### src/rtl/hazard_scoreboard.sv
// hazard_scoreboard: per-register scoreboard of in-flight writers for the ID stage.
// Tracks every in-flight writer and, separately, in-flight loads, so RAW hazards are
// caught at any pipeline depth. FWD_MODE=1 assumes ALU results are forwarded and
// stalls only on loads. The SRAM wait is merged into the same stall output.
module hazard_scoreboard #(
    parameter int unsigned REG_ADDR_W = 5,
    parameter int unsigned CNT_W      = 2,
    parameter int unsigned FWD_MODE   = 0,
    parameter int unsigned STAT_W     = 16,
    parameter logic [1:0]  BNE_CODE   = 2'b10
) (
    input  logic                  clk,
    input  logic                  rst,
    input  logic                  issue_valid,
    input  logic [REG_ADDR_W-1:0] issue_src1,
    input  logic [REG_ADDR_W-1:0] issue_src2,
    input  logic                  is_imm,
    input  logic [1:0]            br_type,
    input  logic                  issue_wb_en,
    input  logic [REG_ADDR_W-1:0] issue_dest,
    input  logic                  issue_is_load,
    input  logic                  wb_valid,
    input  logic [REG_ADDR_W-1:0] wb_dest,
    input  logic                  wb_is_load,
    input  logic                  sram_not_ready,
    input  logic                  flush,
    output logic                  stall,
    output logic                  issue_fire,
    output logic [STAT_W-1:0]     stall_cycles
);

    localparam int unsigned    NUM_REGS = 2 ** REG_ADDR_W;
    localparam logic [CNT_W-1:0] CNT_MAX = '1;

    // Entry 0 exists only to keep indexing uniform; it is held at zero.
    logic [CNT_W-1:0] cnt     [NUM_REGS];
    logic [CNT_W-1:0] ld_cnt  [NUM_REGS];
    logic [CNT_W-1:0] cnt_nxt [NUM_REGS];
    logic [CNT_W-1:0] ld_nxt  [NUM_REGS];

    logic             src2_used;
    logic [CNT_W-1:0] eff_s1;
    logic [CNT_W-1:0] eff_s2;
    logic [CNT_W-1:0] eff_dest;
    logic [CNT_W-1:0] eff_ld_s1;
    logic [CNT_W-1:0] eff_ld_s2;
    logic             pending_s1;
    logic             pending_s2;
    logic             hazard1;
    logic             hazard2;
    logic             structural;

    // Count as seen after a same-cycle retire; a retire to an empty entry is
    // a protocol error and must not wrap the count into a false hazard.
    function automatic logic [CNT_W-1:0] eff_count(input logic [CNT_W-1:0] c,
                                                    input logic             hit);
        eff_count = (hit && (c != '0)) ? c - CNT_W'(1) : c;
    endfunction

    // Effective counts for the two sources and the destination of the issuing instruction
    always_comb begin
        eff_s1    = eff_count(cnt[issue_src1], wb_valid && (wb_dest == issue_src1));
        eff_s2    = eff_count(cnt[issue_src2], wb_valid && (wb_dest == issue_src2));
        eff_dest  = eff_count(cnt[issue_dest], wb_valid && (wb_dest == issue_dest));
        eff_ld_s1 = eff_count(ld_cnt[issue_src1],
                              wb_valid && wb_is_load && (wb_dest == issue_src1));
        eff_ld_s2 = eff_count(ld_cnt[issue_src2],
                              wb_valid && wb_is_load && (wb_dest == issue_src2));
    end

    // Hazard detection and the merged stall / issue handshake
    always_comb begin
        src2_used  = !is_imm || (br_type == BNE_CODE);
        pending_s1 = (FWD_MODE != 0) ? (eff_ld_s1 != '0) : (eff_s1 != '0);
        pending_s2 = (FWD_MODE != 0) ? (eff_ld_s2 != '0) : (eff_s2 != '0);
        hazard1    = (issue_src1 != '0) && pending_s1;
        hazard2    = src2_used && (issue_src2 != '0) && pending_s2;
        structural = issue_wb_en && (issue_dest != '0) && (eff_dest == CNT_MAX);
        stall      = (issue_valid && (hazard1 || hazard2 || structural)) || sram_not_ready;
        issue_fire = issue_valid && !stall;
    end

    // Next scoreboard state: issue increments, retire decrements, flush clears all
    always_comb begin : sb_next
        logic inc;
        logic dec;
        logic inc_ld;
        logic dec_ld;
        for (int unsigned r = 0; r < NUM_REGS; r++) begin
            inc    = issue_fire && issue_wb_en && (issue_dest == REG_ADDR_W'(r));
            inc_ld = inc && issue_is_load;
            dec    = wb_valid && (wb_dest == REG_ADDR_W'(r)) && (cnt[r] != '0);
            dec_ld = wb_valid && wb_is_load && (wb_dest == REG_ADDR_W'(r))
                     && (ld_cnt[r] != '0);
            if (flush || (r == 0)) begin
                cnt_nxt[r] = '0;
                ld_nxt[r]  = '0;
            end else begin
                cnt_nxt[r] = cnt[r] + CNT_W'(inc) - CNT_W'(dec);
                ld_nxt[r]  = ld_cnt[r] + CNT_W'(inc_ld) - CNT_W'(dec_ld);
            end
        end
    end

    // Scoreboard state register
    always_ff @(posedge clk or posedge rst) begin
        if (rst) begin
            for (int unsigned r = 0; r < NUM_REGS; r++) begin
                cnt[r]    <= '0;
                ld_cnt[r] <= '0;
            end
        end else begin
            for (int unsigned r = 0; r < NUM_REGS; r++) begin
                cnt[r]    <= cnt_nxt[r];
                ld_cnt[r] <= ld_nxt[r];
            end
        end
    end

    // Saturating count of stalled cycles; unaffected by flush
    always_ff @(posedge clk or posedge rst) begin
        if (rst) begin
            stall_cycles <= '0;
        end else if (stall && (stall_cycles != '1)) begin
            stall_cycles <= stall_cycles + STAT_W'(1);
        end
    end

endmodule

### config.mk
export PLATFORM = sky130hd
export DESIGN_NAME = hazard_scoreboard
export DESIGN_NICKNAME = d
export VERILOG_FILES = /design/src/rtl/hazard_scoreboard.sv
export SDC_FILE = /design/constraint.sdc
export NUM_CORES = 1
export LEC_CHECK = 0
export BUFFER_PORTS_ARGS = -buffer_cell sky130_fd_sc_hd__clkbuf_2
export CAP_MARGIN = 20
export CELL_PAD_IN_SITES_DETAIL_PLACEMENT = 0
export CELL_PAD_IN_SITES_GLOBAL_PLACEMENT = 1
export CORE_MARGIN = 2
export CORE_UTILIZATION = 45
export DETAILED_ROUTE_END_ITERATION = 10
export PLACE_DENSITY_LB_ADDON = 0.12
export SLEW_MARGIN = 20
export SYNTH_ARGS = -nofsm -noshare
export SYNTH_HDL_FRONTEND = slang
export SYNTH_SLANG_ARGS = --single-unit
export TNS_END_PERCENT = 100
### constraint.sdc
create_clock -name clk -period 6.7 [get_ports clk]
set_input_delay 0 -clock clk [delete_from_list [all_inputs] [get_ports clk]]
set_output_delay 0 -clock clk [all_outputs]
set_load 0.005 [all_outputs]
## Yosys cells after proc, flatten, opt, wreduce, memory -nomap -nowiden

Cells that the tools add are included.

- Bitwise logic cells: 3
- Order comparisons: 3
- Reductions and logical operators: 153
- $add $sub $neg: 66
- Mux-type cells: 43
- Equality and inequality tests: 68

Operators with widths:

| cell | count |
|---|---|
| $eq 5x5->1 const B | 32 |
| $logic_and 1x1->1 | 108 |
| $eq 5x4->1 const B | 16 |
| $mux 2 | 40 |
| $reduce_bool 2->1 | 36 |
| $add 2x1->2 | 31 |
| $sub 2x1->2 | 31 |
| $eq 5x3->1 const B | 8 |
| $bmux 2 s5 | 3 |
| $eq 5x2->1 const B | 4 |
| $ge 6x6->1 const B | 3 |
| $not 5->6 | 3 |
| $add 16x1->16 const B | 1 |
| $ne 16x16->1 const B | 1 |
| $eq 5x5->1 | 3 |
| $reduce_bool 5->1 | 3 |
| $eq 5x1->1 const B | 2 |
| $sub 2x1->2 const B | 3 |
| $eq 2x2->1 const B | 2 |
| $logic_or 1x1->1 | 4 |
| $logic_not 1->1 | 2 |

- Bits in registers: 78

## Longest topological paths before layout

- Depth after elaboration: 20
- Depth in mapped cells: 27
- Mapped depth without buffers: 22

## Worst setup path after synthesis

Ideal clock, no wire load.

- Path type: input -> register
- From: input issue_dest[2]
- To: register cnt[55] in the netlist's numbering
- Setup slack: 2.911 ns
- Stages on the path: 27
- Library setup time: 0.132 ns
- Arrival: 3.657 ns
- Buffers on the path: 5
- Cell sequence: buf_4 buf_4 buf_4 mux2i_1 a22o_1 a221oi_1 o22ai_1 a21oi_1 inv_1 ha_1 nand2b_1 nor4_1 nand3_1 nand2_1 nor2_1 a211oi_2 and4b_1 buf_6 and3b_1 buf_6 nand2_1 ha_1 inv_1 ha_1 xor2_1 xnor2_1 nor2_1

RTL lines:

| item | line | RTL |
|---|---|---|
| start: declaration | 20 | `input logic [REG_ADDR_W-1:0] issue_dest,` |
| end signal: indexed assignment | 114 | `cnt[r] <= cnt_nxt[r];` |
| end: declaration | 36 | `logic [CNT_W-1:0] cnt [NUM_REGS];` |

==> impl_metrics.py <==
metrics = {
    "outcome": {
        "status": "finished, final reports clean",
    },
    "timing": {
        "fin_tns_setup_ns": 0,
        "fin_crit_sh": 0.661,
        "hold_violations": 0,
        "period_needed_ns": 4.43,
        "drv_slew": 0,
        "slew_headroom": 0.388,
        "finClkSkew_ns": 0.0116,
        "worst_slack_ns": 2.27,
        "tightest_slew_ns": 0.919,
        "setup_viol": 0,
        "rsz0062_at_grt": "no",
        "fmax_ghz": 0.226,
    },
    "floorplan": {
        "die_y_um": 128,
        "start_util": 0.457,
        "dieWidth_um": 128,
        "die_area_sq_um": 16300,
        "rows": 45,
        "pin_count": 50,
        "core_sq_um": 15100,
    },
    "worst_hold_path": {
        "min_path_cells": 3,
        "whs_endpoint": "cnt[39]$_DFF_PP0_",
        "hold_class": "primary input to register",
        "hold_start": "flush",
    },
    "synth": {
        "yosys_most_used_dff": "dfrtp_1",
        "ys_top_cells_by_count": "78 x dfrtp_1, 75 x nor2_1, 66 x ha_1",
        "synth_area_sq_um": 6900,
        "synth_top_cell_area_share": 0.283,
        "ys_ff_latch": 78,
        "synth_fp_nets": 846,
        "synth.area.top_cells": "dfrtp_1 28%, ha_1 12%, mux2i_1 7.1%",
        "synth-warning-count": 0,
        "synth-edff-count": 0,
        "syn_inst": 748,
        "synth_top_area_cell": "dfrtp_1",
        "ys_seq_area_frac": 0.283,
        "synth_cell_types": 58,
        "synthArstFlopShare": 1.00,
        "synth_most_common_cell": "dfrtp_1",
        "synth.avg_cell_area_sq_um": 9.23,
    },
    "power": {
        "power_density_nw_per_um2": 168,
        "finalPower_uw": 1250,
        "peakVddDrop_mv": 0.178,
        "leakagePower_uw": 0.00378,
    },
    "grt": {
        "grt_pass1_wl_mm": 32.1,
        "gr-total-overflow": 0,
        "grt.total_usage": 0.258,
        "first_global_vias": 5642,
        "grt_max_degree": 79,
        "antenna_found_initial": 0,
    },
    "clocking": {
        "cts_root_buf": "clkbuf_16",
        "cts_resized": 0,
        "cts_buffers": 9,
        "path_clk_slew_ns": 0.07,
        "clk_latency_ns": 0.36,
        "cts_num_sinks": 78,
        "max-clock-path-buffers": 2,
        "h-tree-depth": 3,
        "cts_tree": "built",
    },
    "worst_setup_path": {
        "max_stage_delay_ns": 0.53,
        "path_common_cell": "ha_1",
        "worstPathRequired_ns": 6.91,
        "worstRegToRegCells": 22,
        "critPathBufInv": 2,
        "cp_slowest_cell": "and3b_1",
        "r2r_end": "cnt[55]$_DFF_PP0_",
        "startpoint_type": "register",
        "r2r_setup_slack_ns": 2.27,
        "cp_cell_sequence": "mux2i_1, a22o_1, a221oi_1, o22ai_1, a21oi_1, inv_1, ha_1, nand2b_1, nor4_1, nand3_1, nand2_1, nor2_1, a211oi_2, and4b_1, and3b_1, nand2_1, ha_1, inv_1, ha_1, xor2_1, xnor2_1, nor2_1",
        "worst_ep_arrival_time_ns": 4.64,
        "path_class": "register to register",
        "cp_top_family": "simple AND/OR/NAND/NOR gates",
        "r2r-start": "cnt[19]$_DFF_PP0_",
        "cp_max_fo": 8,
        "crit_path_end_kind": "register",
    },
    "drt": {
        "routed_wl_mm": 20.0,
        "drt-pass1-iter-count": 4,
        "route.detailed.wl_per_inst_um": 20.9,
        "detail-route-antenna-nets": 0,
        "vias_per_cell": 5.94,
        "dr.first_iter.drc_count": 359,
        "num_vias": 5687,
        "drc": 0,
    },
    "flow_run": {
        "cap_viol_max_count": 0,
    },
    "placement": {
        "place.gp.congestion": 0.928,
        "numPortBuffers": 47,
        "dp_slack_ns": 1.98,
        "dp_hpwl_mm": 14.3,
    },
    "finish": {
        "n_antenna_cell": 0,
        "area_delta_synth_final_pct": 8.05,
        "fin_util": 0.494,
        "finalNetCount": 862,
        "drive_gt1_frac": 0.126,
    },
}
## placed cells by master, fill, tap and decap left out, types with 6 or more instances in the layout
master and instances:
o21ai_0 6, nor2b_1 47, nand3_1 43, and3_1 10, nand2_1 27, inv_1 43
nand2b_1 10, clkbuf_2 47, xor2_1 36, nor2_1 75, mux2i_1 49, nor3_1 35
a22oi_1 11, dfrtp_1 78, mux4_2 15, mux2_2 9, ha_1 66, clkbuf_16 9
nand4_1 19, a21oi_1 7, xnor2_1 55
## how the worst max path moves through the flow
stage	start	endpoint	slack, ns	cells after the start
after floorplan	issue_dest[2]	cnt[55]$_DFF_PP0_	2.91	27
after detailed placement	issue_dest[0]	cnt[55]$_DFF_PP0_	1.98	23
after global placement	issue_dest[0]	cnt[55]$_DFF_PP0_	2.05	23
final	cnt[19]$_DFF_PP0_	cnt[55]$_DFF_PP0_	2.27	22
after CTS	cnt[19]$_DFF_PP0_	cnt[53]$_DFF_PP0_	2.26	22
after global routing	cnt[38]$_DFF_PP0_	cnt[55]$_DFF_PP0_	1.85	18
## registers in the layout, summed over array words and instances (netlist names)
| name | count |
|---|---|
| cnt | 62 |
| stall_cycles | 16 |
## repair_timing
action	4_1_cts	5_1_grt
setup buffers	0	0
hold endpoints to repair	0	78
hold buffers	0	1
## metrics by stage
stage / std cells / hold slack [ns] / instance area, sq um
6_report: 957 / 0.247 / 7460
5_1_grt: 957 / 0.295 / 7460
4_1_cts: 956 / 0.00560 / 7440
3_5_place_dp: 940 / 0.383 / 7140
3_3_place_gp: 940 / 0.358 / 7140
2_1_floorplan: 748 / 0.0927 / 6900
## kinds of logic (layout without fill, tap and decap cells)
| family | after synthesis | after routing | synth area share |
|---|---|---|---|
| buf+inv | 92 | 113 | 0.0627 |
| fa+ha+maj | 66 | 66 | 0.120 |
| compound gates | 52 | 52 | 0.0551 |
| flops | 78 | 78 | 0.283 |
| xor+xnor | 91 | 91 | 0.115 |
| simple gates | 294 | 294 | 0.222 |
| mux | 75 | 75 | 0.142 |
## layout make-up
type | instances | area, sq um
clock buffer | 11 | 243
clock inverter | 5 | 57.6
fill | 1465 | 7630
inverter | 44 | 166
multi-input combinational | 578 | 4520
sequential | 78 | 1950
tap | 188 | 235
timing repair buffer | 53 | 287
## worst reg2reg max path: stages, from the launching register on
cell      delay (ns)
dfrtp_1         0.44
mux2i_1         0.15
a22o_1          0.28
a221oi_1        0.21
o22ai_1         0.14
a21oi_1         0.22
inv_1           0.07
ha_1            0.17
nand2b_1        0.13
nor4_1          0.16
nand3_1         0.14
nand2_1         0.10
nor2_1          0.05
a211oi_2        0.26
and4b_1         0.24
and3b_1         0.53
nand2_1         0.13
ha_1            0.32
inv_1           0.04
ha_1            0.17
xor2_1          0.16
xnor2_1         0.13
nor2_1          0.05
## power breakdown
group	internal (uW)	switching (uW)	leakage, uW
logic	88.6	133	0.00255
clock network	300	212	0.000150
registers	493	26.3	0.00108
total	881	372	0.00378
## routing by layer
layer | part of all wire | vias up | track usage
met5 | 0 | - | 0
met2 | 0.45 | 183 | 0.398
met4 | 0.025 | 0 | 0.0808
met3 | 0.063 | 45 | 0.0551
met1 | 0.46 | 2808 | 0.364
li1 | - | 2651 | -
Note: power is estimated with default switching activity, not from simulation.
